**src/rtl/fetch_pkg.sv**
```systemverilog
// fetch_pkg: shared constants for the instruction-fetch front end.
// Holds the opcode field layout and the JMPR encoding used by the optional predecoder.
package fetch_pkg;

   // Opcode field width, taken from the top of the instruction word
   localparam int OPC_W = 4;

   // JMPR: PC-relative jump, 6-bit signed immediate in instr[5:0]
   localparam logic [OPC_W-1:0] OPC_JMPR = 4'hE;

   // Width of the JMPR immediate field
   localparam int JIMM_W = 6;

   // All-zero word presented to decode when no real instruction is available
   localparam int NOP_INSTR = 0;

endpackage

```
**src/rtl/fetch_predecode.sv**
```systemverilog
// fetch_predecode: combinational JMPR detection and jump-target computation.
// Target = fetch PC + sign-extended 6-bit immediate, modulo 2^PC_W.
module fetch_predecode
   import fetch_pkg::*;
#(
   parameter int PC_W = 10
) (
   input  logic [OPC_W-1:0]  opc_i,
   input  logic [JIMM_W-1:0] imm_i,
   input  logic [PC_W-1:0]   pc_i,
   output logic              is_jmpr_o,
   output logic [PC_W-1:0]   target_o
);

   logic [PC_W-1:0] imm_ext;

   assign imm_ext   = {{(PC_W-JIMM_W){imm_i[JIMM_W-1]}}, imm_i};
   assign is_jmpr_o = (opc_i == OPC_JMPR);
   assign target_o  = pc_i + imm_ext;

endmodule

```
**src/rtl/fetch_stage.sv**
```systemverilog
// fetch_stage: instruction-fetch front end feeding the IF/ID register.
// Drives a 1-cycle-latency ROM, tracks the in-flight fetch, honours stall and
// execute redirects (redirect wins over stall, reset wins over both).
// Build macro FETCH_JMPR_PREDICT_EN: predecode JMPR words and redirect fetch early.
module fetch_stage
   import fetch_pkg::*;
#(
   parameter int              PC_W     = 10,
   parameter int              INSTR_W  = 16,
   parameter logic [PC_W-1:0] RESET_PC = '0
) (
   input  logic               clk,
   input  logic               rstn,
   output logic [PC_W-1:0]    rom_addr,
   input  logic [INSTR_W-1:0] rom_data,
   input  logic               stall,
   input  logic               redirect_valid,
   input  logic [PC_W-1:0]    redirect_pc,
   output logic [INSTR_W-1:0] instr_id,
   output logic [PC_W-1:0]    pc_id,
   output logic               valid_id,
   output logic               pred_taken_id
);

   logic [PC_W-1:0]    pc_f_q, pc_f_d;
   logic [PC_W-1:0]    f_pc_q, f_pc_d;
   logic               f_valid_q, f_valid_d;
   logic [INSTR_W-1:0] instr_id_q, instr_id_d;
   logic [PC_W-1:0]    pc_id_q, pc_id_d;
   logic               valid_id_q, valid_id_d;
   logic               pred_taken_q, pred_taken_d;

   logic               jmpr_hit;
   logic [PC_W-1:0]    jmpr_target;

`ifdef FETCH_JMPR_PREDICT_EN
   logic jmpr_opc_match;

   fetch_predecode #(
      .PC_W (PC_W)
   ) u_predecode (
      .opc_i     (rom_data[INSTR_W-1 -: OPC_W]),
      .imm_i     (rom_data[JIMM_W-1:0]),
      .pc_i      (f_pc_q),
      .is_jmpr_o (jmpr_opc_match),
      .target_o  (jmpr_target)
   );

   // Only a real, advancing fetch may steer the PC
   assign jmpr_hit = jmpr_opc_match & f_valid_q & ~stall & ~redirect_valid;
`else
   assign jmpr_hit    = 1'b0;
   assign jmpr_target = pc_f_q;
`endif

   // During stall the in-flight address is re-read so rom_data stays paired with f_pc
   assign rom_addr = !rstn          ? RESET_PC    :
                     redirect_valid ? redirect_pc :
                     stall          ? f_pc_q      : pc_f_q;

   assign instr_id      = instr_id_q;
   assign pc_id         = pc_id_q;
   assign valid_id      = valid_id_q;
   assign pred_taken_id = pred_taken_q;

   // Next-state: redirect flushes, stall holds, otherwise advance one word
   always_comb begin
      pc_f_d       = pc_f_q;
      f_pc_d       = f_pc_q;
      f_valid_d    = f_valid_q;
      instr_id_d   = instr_id_q;
      pc_id_d      = pc_id_q;
      valid_id_d   = valid_id_q;
      pred_taken_d = pred_taken_q;
      if (redirect_valid) begin
         instr_id_d   = INSTR_W'(NOP_INSTR);
         valid_id_d   = 1'b0;
         pred_taken_d = 1'b0;
         f_pc_d       = redirect_pc;
         f_valid_d    = 1'b1;
         pc_f_d       = redirect_pc + PC_W'(1);
      end else if (!stall) begin
         instr_id_d   = f_valid_q ? rom_data : INSTR_W'(NOP_INSTR);
         pc_id_d      = f_pc_q;
         valid_id_d   = f_valid_q;
         pred_taken_d = jmpr_hit;
         f_pc_d       = pc_f_q;
         if (jmpr_hit) begin
            // Sequential word issued this cycle is killed: one bubble
            pc_f_d    = jmpr_target;
            f_valid_d = 1'b0;
         end else begin
            pc_f_d    = pc_f_q + PC_W'(1);
            f_valid_d = 1'b1;
         end
      end
   end

   // State registers with synchronous active-low reset
   always_ff @(posedge clk) begin
      if (!rstn) begin
         pc_f_q       <= RESET_PC;
         f_pc_q       <= '0;
         f_valid_q    <= 1'b0;
         instr_id_q   <= INSTR_W'(NOP_INSTR);
         pc_id_q      <= '0;
         valid_id_q   <= 1'b0;
         pred_taken_q <= 1'b0;
      end else begin
         pc_f_q       <= pc_f_d;
         f_pc_q       <= f_pc_d;
         f_valid_q    <= f_valid_d;
         instr_id_q   <= instr_id_d;
         pc_id_q      <= pc_id_d;
         valid_id_q   <= valid_id_d;
         pred_taken_q <= pred_taken_d;
      end
   end

endmodule

```
**config.mk**
```make
export PLATFORM = sky130hd
export DESIGN_NAME = fetch_stage
export DESIGN_NICKNAME = d
export VERILOG_FILES = /design/src/rtl/fetch_pkg.sv /design/src/rtl/fetch_predecode.sv /design/src/rtl/fetch_stage.sv
export SDC_FILE = /design/constraint.sdc
export NUM_CORES = 1
export LEC_CHECK = 0
export CORE_MARGIN = 2
export CORE_UTILIZATION = 49
export CTS_CLUSTER_SIZE = 14
export DETAILED_ROUTE_END_ITERATION = 8
export PLACE_DENSITY = 0.92
export SETUP_SLACK_MARGIN = 0.05
export SYNTH_ARGS = -nofsm -noshare
export SYNTH_HDL_FRONTEND = slang
export SYNTH_HIERARCHICAL = 1
export SYNTH_SLANG_ARGS = --single-unit
```
**constraint.sdc**
```tcl
create_clock -name clk -period 4.5 [get_ports clk]
set_input_delay 1.35 -clock clk [delete_from_list [all_inputs] [get_ports clk]]
set_output_delay 1.35 -clock clk [all_outputs]
set_load 0.02 [all_outputs]
```
# Word-level counts from Yosys, hierarchy flattened
# Cells that the tools add are included.
dict set report word_totals {
  reg_bits 48
  out_inout_bits 38
}
dict set report op_classes {
  n_addsub 2
  n_eq_ne 1
  n_mux 8
  bitwise 3
  n_reduce_logical 2
}
# operator count
set op_table {}
lappend op_table {{2-to-1 mux 10 bit} 5}
lappend op_table {{adder 10 x 1 -> 10 bit, second input constant} 2}
lappend op_table {{2-to-1 mux 16 bit} 1}
lappend op_table {{inverter 1 bit} 3}
lappend op_table {{2-to-1 mux 1 bit} 2}
lappend op_table {{!= test 2 x 1 -> 1 bit, second input constant} 1}
lappend op_table {{AND reduction 2 bit} 1}
lappend op_table {{OR reduction 2 bit} 1}

# Logic depth before layout (Yosys ltp)
dict set report logic_depth {
  depth_word 3
  ltp_mapped 10
}

# Worst setup path before layout
# No wires, ideal clock.
dict set report synth_timing {
  path_type {input -> output}
  startpoint {input port stall}
  endpoint {output port rom_addr[6]}
  arrival_ps 2536
  t_required_ps 3150
  setup_slack_ps 614
  cell_stages 4
  n_path_buf 2
  path_cell_list {clkbuf_1 clkbuf_1 a211oi_1 a211oi_1}
}
dict set report synth_via {
  elab_chain_cells 3
}
# item line_no
set synth_rtl {}
lappend synth_rtl {{start: declaration} fetch_stage.sv:16} ;# input logic stall,
lappend synth_rtl {{2-to-1 mux 10 bit} n/a}
lappend synth_rtl {{2-to-1 mux 10 bit} fetch_stage.sv:58} ;# redirect_valid ? redirect_pc :
lappend synth_rtl {{2-to-1 mux 10 bit} n/a}
lappend synth_rtl {{end: declaration} fetch_stage.sv:14} ;# output logic [PC_W-1:0] rom_addr,
# Every way passes these cells.

# Worst setup path after layout
dict set report layout_timing {
  startpoint {input port stall}
  endpoint {output port rom_addr[9]}
}
# Same word-level chain as after synthesis.

==> impl_summary.txt <==
----------------------------------------------------
[Outcome]
  Outcome ... finished clean

[STA]
  Count of final hold-check violations ... 0
  Final worst-path cycle share ... a little over nine tenths
  Min cycle time layout ... ~4.4 ns
  Aggregate negative setup slack ... 0 ns
  Number of pins with negative max-slew slack in the final report ... 0
  Hold Worst Slack ... 0.455 ns
  Worst max-slew margin expressed relative to the limit ... 24.8%
  Upper clock frequency limit ... ~230 MHz
  Worst-Margin Slew ... 1.13 ns
  Final setup violation count ... 0
  Setup repair after global routing missed its margin ... no
  Setup skew after layout ... 0.00698 ns

[Drt]
  Average via count per standard cell ... 5.52
  Total via count after detailed routing ... 2,020
  Detailed router's first-iteration violation count ... 108
  Average wire per standard cell ... 14.6 microns
  Residual DRC count ... 0
  Number of detailed-routing iterations run before antenna repair ... 4
  Post-route antenna net violation count ... 0
  Total length of routed wires ... 5.33 mm

[Power and ir drop]
  Share of total power consumed by net switching ... between 20 and 30%
  Clock network fraction of design power ... roughly a third
  Power density cells ... 313 nW/um^2
  Pleak ... 1.26 nW
  Sequential power share ... 49.0%
  Peak ir drop on the vdd network ... 0.000189 V
  Net Sw Power ... 0.237 mW
  Part of the power in combinational logic ... about 16%
  Internal Dissipation ... 0.702 mW
  Total chip power ... 0.939 mW

[Setup path]
  Critical-path cell list ... clkdlybuf4s50_1 -> buf_12 -> mux2i_1 -> nor2_1 -> a21oi_1 -> nor2_1 -> clkdlybuf4s50_1
  Longest individual stage delay on the worst path ... about 0.54 ns
  Startpoint type of the worst setup path ... primary input
  Data arrival time of the critical path ... between 3 and 4 ns
  Peak fanout along the critical path ... 19
  Highest-delay cell along the critical path ... sky130_fd_sc_hd__clkdlybuf4s50_1
  Startpoint-to-endpoint class of the critical path ... primary input to output port
  CP Data Required Time ... 3.15 ns
  Critical Path End Type ... output port

[Global routing]
  Overflow left after global routing ... 0
  Overall fraction of global-route tracks in use ... 22.1%
  Number of global-route vias before repair ... 1,888
  Pin count of the biggest net entering global routing ... 24
  Number of antenna violations at the first check in global routing ... 0
  Wire length of the first global-routing pass ... around 8.7 mm

[Run]
  Number of max-capacitance violations reported ... 0

[Yosys]
  Synthesis warning total ... 6
  Count of state elements after synthesis ... 48
  Mapped Area ... 2110 sq um
  Dominant cell type by area after synthesis ... sky130_fd_sc_hd__dfxtp_1
  Sequential cell area fraction in the yosys report ... 45.6%
  Net count after synthesis ... approximately 280
  Per-instance average area after synthesis ... 8.39 sq um
  Count of distinct cell types in the synthesized netlist ... 36
  Yosys top cell area share ... about 46%
  Gate Count Post-Synth ... 251
  Top post-synthesis cells by area ... sky130_fd_sc_hd__dfxtp_1 46%, sky130_fd_sc_hd__nor2_1 6.8%, sky130_fd_sc_hd__nand2_1 6.4%

[CTS]
  Clock latency on the worst-skew pair ... roughly 0.3 ns
  Maximum clock path buffer count ... 2
  H-tree depth ... 2
  Clk pin slew, worst setup/hold paths ... 0.08 ns
  Clock Root Buffer ... sky130_fd_sc_hd__clkbuf_8
  CTS tree ... built
  Post-CTS setup buffer count ... 0
  Clock tree sinks ... 48
  TritonCTS Buffers ... 5

[Layout]
  Layout overhead on the synthesized area ... 42.3%
  Total inserted antenna cells ... 0
  Most common cell after layout, fill and taps aside ... sky130_fd_sc_hd__clkdlybuf4s50_1
  Post-route insts no fill ... 366
  Number of nets in the layout ... approximately 350
  Share of cells above drive strength 1 ... 7.28%
  Leading cell types in the layout, fill and taps excluded ... 57 x sky130_fd_sc_hd__clkdlybuf4s50_1, 48 x sky130_fd_sc_hd__dfxtp_1, 38 x sky130_fd_sc_hd__nor2_1, 36 x sky130_fd_sc_hd__nand2_1, 25 x sky130_fd_sc_hd__a21oi_1

[Place]
  Detailed placement HPWL ... 3.83 mm
  Number of instances in the placed design ... roughly 360
  Routability congestion estimate from global placement ... 0.860
  Count of buffers inserted at the top-level ports ... 66

[Floorplanning]
  Floorplan Core Area ... between 4000 and 5000 sq um
  Horizontal extent of the die ... 69.6 microns
  Starting Density ... 51.9%
  Die area ... 4840 sq um
  Count of pins on the block boundary ... 68
  Die Height ... 69.6 microns
  Site Rows ... 23

[Min path]
  Worst hold-check path type ... flop to flop

----------------------------------------------------
## logic make-up after synthesis
family	synth area share (%)
XOR/XNOR	5.82
buffers and inverters	4.04
flip-flops	45.6
AND/OR/NAND/NOR	20.0
AO/OA/AOI/OAI	18.9
other	0.178
adder cells (fa/ha/maj)	0.594
multiplexers	4.81
## metal layers
metal	vias up	track usage [%]	share of wire (%)
met5	-	0	0
met4	0	8.93	2.1
met3	11	4.36	4.7
met2	60	36.1	50
met1	957	28.5	43
li1	992	-	-
## sequential cells by signal, indices dropped and copies added (netlist names)
name and count:
f_pc_q 10, pc_id 10, instr_id 16, valid_id 1
f_valid_q 1, jmpr_target 10
## final cells by class
class / count / area [sq um]
fillers: 291 / 1060
clock inverters: 2 / 38.8
clock buffers: 6 / 82.6
multi-input cells: 182 / 1060
repair buffers: 74 / 777
well taps: 50 / 62.6
flip-flops and latches: 48 / 961
inverters: 4 / 15.0
## power groups by stage
stage               combinational [mW]  sequential, mW  clock [mW]
CTS                              0.154           0.459       0.329
finish                           0.153           0.460       0.326
global placement                 0.150           0.468           0
global route                     0.166           0.462       0.348
detailed placement               0.153           0.469           0
floorplan                       0.0769           0.471           0
## worst max-delay path: cells and delay by family
kind / cells / cell delay [ns]
compound gates: 1 / 0.11
buf+inv: 3 / 1.24
mux: 1 / 0.19
simple gates: 2 / 0.11
## metrics by stage
step | util, % | area [sq um] | setup WS [ns]
2_1_floorplan | - | 2110 | 0.614
6_report | 73.9 | 3000 | 0.133
4_1_cts | 73.4 | 2980 | 0.0836
3_3_place_gp | 70.4 | 2860 | 0.0673
3_5_place_dp | 70.4 | 2860 | 0.0447
5_1_grt | 73.9 | 3000 | 0.0515
## cell usage after synthesis, drive strengths merged
cell	count
nand4b	3
a22oi	16
and2	1
nand3	6
mux2i	9
nand2b	3
clkbuf	11
a21o	2
inv	4
a21oi	25
or3	1
or2	1
dfxtp	48
a211oi	5
o21a	1
o211a	2
o22ai	3
ha	1
nor2b	2
a222oi	1
buf	6
o21ai	4
nor2	38
xnor2	9
mux2	1
nand2	36
conb	1
nand4	4
a221oi	2
xor2	5
## path summary, 6_finish.rpt
check / from / to / slack [ns] / depth (start not counted)
worst min-delay path: pc_id[2] / pc_id[2] / 0.45 / 2
worst min register to register: pc_id[2] / pc_id[2] / 0.45 / 2
worst max register to register: jmpr_target[1] / jmpr_target[8] / 2.53 / 8
worst max-delay path: stall / rom_addr[9] / 0.13 / 7
## repair_timing
item,4_1_cts,5_1_grt
gates resized for setup,1,8
endpoints found under the setup margin,1,8
hold buffers,0,0
No activity file was read; power rests on OpenSTA's default activity.
==> variant 1 (same settings) <==
Change the parameter `PC_W` from 10 to 9.
--- a/src/rtl/fetch_stage.sv
+++ b/src/rtl/fetch_stage.sv
@@ -5,7 +5,7 @@
 module fetch_stage
    import fetch_pkg::*;
 #(
-   parameter int              PC_W     = 10,
+   parameter int              PC_W     = 9,
    parameter int              INSTR_W  = 16,
    parameter logic [PC_W-1:0] RESET_PC = '0
 ) (
Interface: changed (resized pc_id, redirect_pc and rom_addr); port bits go from 68 to 65. The function was not compared with the original's and may differ.
==> variant 1 against the unedited design <==
Wire length is 5.2% lower. Cell area is 6.5% lower. Utilization is 2.8 points lower. Die area is 5.1% lower. Power is 5.3% lower. Worst setup slack worse by 0.018 ns. Synthesized area is 5.4% lower. Sequential cell count is 3 lower. Via count is 8.9% lower. Clock power is 3% lower. Register-to-register slack better by 0.15 ns.
==> variant 1: results (changes against the unedited design) <==
| Metric | Value |
|---|---|
| DRT Pass-1 Iters | `4 (unchanged)` |
| Layout cells sized above 1 | `0.0719 (-0.000867)` |
| I/O Buffers | `63 (-4.5%)` |
| R2r startpoint | `jmpr_target[1]$_SDFFE_PN0P_` |
| Ranking of synthesized cells by area | `dfxtp_1 (45%), a22oi_1 (7.2%), nor2_1 (6.8%)` |
| Hold_sp | `pc_id[6]$_SDFFE_PN0P_` |
| Worst Hold End | `pc_id[6]$_SDFFE_PN0P_` |
| Vias/cell | `5.38 (-2.5%)` |
| Maximum vdd ir drop | `197 uV (+4.3%)` |
| Slowest stage delay, CP | `0.58 ns (+0.04 ns)` |
| Final hold slack | `0.456 ns (+0.000957 ns)` |
| Arr. time, crit path | `3.03 ns (about the same)` |
| CTS buffer count | `5 (unchanged)` |
| Max reg flops | `16 (unchanged)` |
| R2r setup slk | `2.68 ns (+0.15 ns)` |
| Fillers | `295 (+1.4%)` |
| R2r endpoint | `jmpr_target[4]$_SDFFE_PN0P_` |
| Vias in the first global route | `1655 (-12%)` |
| H-tree depth | `2 (unchanged)` |
| DRT iter0 DRCs | `106 (-1.9%)` |
| CTS max path bufs | `2 (unchanged)` |
| FFs w/ async S/R, synth | `0 (unchanged)` |
| First-pass GRT wire length | `7880 um (-9.4%)` |
| Hold WC Path Type | `reg -> reg` |
| DP Cell Count | `334 (-6.7%)` |
| GP Congestion | `0.859 (about the same)` |
| Clk slew on worst S/H paths | `0.08 ns (about the same)` |
| Synth top cells by count | `dfxtp_1 (45), nor2_1 (36), nand2_1 (27), a22oi_1 (19), a21oi_1 (17)` |
| Hold Path Stages | `2 (unchanged)` |
| Post-synthesis cell type count | `38 (+5.6%)` |
| Status | `completed` |
| GRT Util Overall | `0.232 (+0.0108)` |
| CTS root buf | `clkbuf_8` |
| Average cell area after synthesis | `8.62 um2 (+2.8%)` |
| Synth Warn # | `6 (unchanged)` |
| Hpwl dp | `3620 um (-5.6%)` |
| Seq/Total Area, Yosys | `0.452 (-0.00407)` |
| Total Nets Final | `321 (-7.2%)` |
| Routed Wire Length | `5050 um (-5.2%)` |
| Clk_lat worst skew | `0.31 ns` |
| Mapped Nets | `261 (-7.4%)` |
| Initial antenna violation count | `0 (unchanged)` |
| Pint | `668 uW (-4.7%)` |
| Crit-path max FO | `17 (-2)` |
| Clk_skew | `0.00902 ns (+0.00204 ns)` |
| Largest net degree at the start of global routing | `48 (+100%)` |
| Antenna diodes | `0 (unchanged)` |
| Max-slew headroom | `0.229 (-0.0189)` |
| Pleak | `1.15 nW (-8.7%)` |
| WL/cell | `14.8 um (+1.5%)` |
| Slowest cell on the critical path | `clkdlybuf4s50_1` |
[variant 1: layer usage]
metal,wire length (um),GRT usage,part of all wire
met4,100,0.117,0.020
met1,2100,0.294,0.42
met5,0,0,0
met3,291,0.0533,0.058
met2,2560,0.366,0.51
[variant 1: layout make-up]
class / count / area [um2] / share of cell area
clock inverters: 1 / 30.0 / 0.0107
repair buffers: 70 / 717 / 0.256
well taps: 50 / 62.6 / 0.0223
clock buffers: 7 / 86.3 / 0.0308
multi-input cells: 165 / 991 / 0.354
inverters: 4 / 15.0 / 0.00536
flip-flops and latches: 45 / 901 / 0.321
[variant 1: cells by family after synthesis]
kind of cell | after synthesis | share of synthesized area
AOI/OAI and AO/OA | 53 | 0.176
other | 1 | 0.00188
muxes | 11 | 0.0559
xor gates and xnor gates | 12 | 0.0528
DFF | 45 | 0.452
and+or+nand+nor | 87 | 0.205
buffers and inverters | 21 | 0.0503
adders and majority gates | 1 | 0.00628
[variant 1: worst max-delay path by stage]
stage / start / end / slack [ns] / cells past startpoint
final: stall / rom_addr[8] / 0.12 / 7
after global routing: redirect_valid / rom_addr[1] / 0.06 / 6
after CTS: stall / rom_addr[3] / 0.11 / 7
after detailed placement: stall / rom_addr[6] / 0.03 / 5
after global placement: stall / rom_addr[6] / 0.04 / 5
after floorplan: redirect_valid / rom_addr[3] / 0.76 / 6
[variant 1: per-stage QoR]
step	total power, mW	area [um2]	setup WS, ns
2_1_floorplan	0.515	1990	0.763
3_3_place_gp	0.578	2680	0.0381
3_5_place_dp	0.581	2680	0.0257
4_1_cts	0.893	2790	0.111
5_1_grt	0.921	2800	0.0565
6_report	0.889	2800	0.115
[variant 1: worst max-delay path, delay by kind of cell]
family	cells	cell delay, ns
mux	1	0.20
compound gates	1	0.11
buf+inv	3	1.25
simple gates	2	0.12
[variant 1: power groups by stage]
stage	Combinational [mW]	Clock (mW)	Sequential, mW
6_report	0.144	0.316	0.429
5_1_grt	0.156	0.334	0.431
4_1_cts	0.144	0.320	0.429
3_5_place_dp	0.143	0	0.438
3_3_place_gp	0.140	0	0.437
2_1_floorplan	0.0744	0	0.441
==> variant 2 (same settings) <==
Made on the original files. Reset style: asynchronous (`rstn`), changed in one clocked block. Comments in the files are not updated.
--- a/src/rtl/fetch_stage.sv
+++ b/src/rtl/fetch_stage.sv
@@ -97,7 +97,7 @@
    end
 
    // State registers with synchronous active-low reset
-   always_ff @(posedge clk) begin
+   always_ff @(posedge clk or negedge rstn) begin
       if (!rstn) begin
          pc_f_q       <= RESET_PC;
          f_pc_q       <= '0;
Formal check against the unedited RTL: differs if rstn is asserted again (counterexample within 4 cycles, from zero or initial values and one cycle with rstn low); with rstn held inactive, the same outputs for 10 cycles.
==> variant 2 against the unedited design <==
Sequential power is 15% higher. Register-to-register slack better by 0.02 ns. Sequential share of layout area is 5.1 points higher. Sequential cell count stayed put. Cell area is 7.8% higher. Power is 27% higher. Worst setup slack better by 0.056 ns. Synthesized area is 10% higher. Wire length is 0.68% higher.
==> variant 2: results (changes against the unedited design) <==
| Metric | Value |
|---|---|
| M1 GR Usage | `0.267 (-0.0188)` |
| XOR/XNOR Fraction of Synth Area | `0.0528 (-0.00546)` |
| Clk_skew | `0.00613 ns (-0.000849 ns)` |
| First-pass GRT wire length | `8730 um (+0.32%)` |
| Maximum vdd ir drop | `303 uV (+60%)` |
| Sequential cell area share | `0.372 (+0.0511)` |
| Status | `completed` |
| Multi-input gates | `135 (-26%)` |
| GRT Util Overall | `0.219 (-0.00210)` |
| Ranking of synthesized cells by area | `dfrtp_1 (52%), mux2i_1 (6.9%), a22o_1 (6.0%)` |
| Met3 routed WL | `291 um (+16%)` |
| Pre-CTS setup slack | `-0.110 ns (-0.155 ns)` |
| Vias/cell | `5.61 (+1.7%)` |
| DP Cell Count | `322 (-10%)` |
| Top delay family on crit path | `buffers and inverters` |
| Total Nets Final | `306 (-12%)` |
| Power per Cell Area | `368 nW/um2 (+17%)` |
| Non-CTS buffers | `80 (+8.1%)` |
| Seq power | `528 uW (+15%)` |
| Clock power frac | `0.312 (-0.035)` |
| Average cell area after synthesis | `11.6 um2 (+38%)` |
| Arr. time, crit path | `2.96 ns (-0.06 ns)` |
| Multi-input combinational area share | `0.322 (-0.0314)` |
| Seq/Total Area, Yosys | `0.517 (+0.0606)` |
| Slowest stage delay, CP | `0.60 ns (+0.06 ns)` |
| Max reg flops | `16 (unchanged)` |
| Layout cells sized above 1 | `0.134 (+0.0613)` |
| GP Congestion | `0.854 (-0.62%)` |
| Hpwl dp | `3770 um (-1.7%)` |
| Vias in the first global route | `1855 (-1.7%)` |
| Met2 usage | `0.372 (+0.0106)` |
| NonClk Buf Share | `0.237 (-0.0227)` |
| Met2 WL post-DR | `2700 um (+1.7%)` |
| Met3 Use GR | `0.0622 (+0.0186)` |
| DRT iter0 DRCs | `141 (+31%)` |
| Post-DP Area | `3100 um2 (+8.6%)` |
| Switch Pwr | `330 uW (+39%)` |
| Synth Area in Compound Gates | `0.146 (-0.0425)` |
| Largest net degree at the start of global routing | `47 (+96%)` |
| Routed Wire Length | `5360 um (+0.68%)` |
| Fillers | `338 (+16%)` |
| Crit-path max FO | `6 (-13)` |
| Post-synthesis cell type count | `34 (-5.6%)` |
| Synth top cells by count | `dfrtp_1 (48), a22o_1 (16), mux2i_1 (16), xnor2_1 (14)` |
| FFs w/ async S/R, synth | `1.00 (+1.00)` |
| Mapped Area | `2320 um2 (+10%)` |
| Clock network share of area | `0.0426 (+0.00210)` |
| Post-synthesis mux area share | `0.127 (+0.0790)` |
variant 2: changes by cell type after synthesis, sizes merged, moves of 11 or more:
cell	delta
a22o	+16
nand2	-23
a22oi	-14
nor2	-35
dfrtp	+48
a21oi	-21
dfxtp	-48
mux2	+11
variant 2: final timing paths:
kind / start / end / slack, ns / depth (start not counted)
worst max-delay path: stall / rom_addr[4] / 0.19 / 6
max in group asynchronous: rstn / instr_id[0]$_DFFE_PN0P_ / 2.92 / 2
min in group asynchronous: rstn / pc_id[5]$_DFFE_PN0P_ / 1.00 / 1
worst min register to register: f_valid_q$_DFFE_PN0P_ / f_valid_q$_DFFE_PN0P_ / 0.48 / 1
worst min-delay path: f_valid_q$_DFFE_PN0P_ / f_valid_q$_DFFE_PN0P_ / 0.48 / 1
worst max register to register: jmpr_target[0]$_DFFE_PN0P_ / jmpr_target[8]$_DFFE_PN0P_ / 2.55 / 7
variant 2: what timing repair did:
action,4_1_cts,5_1_grt
cloned,0,0
resized for setup,11,2
setup endpoints to repair,9,2
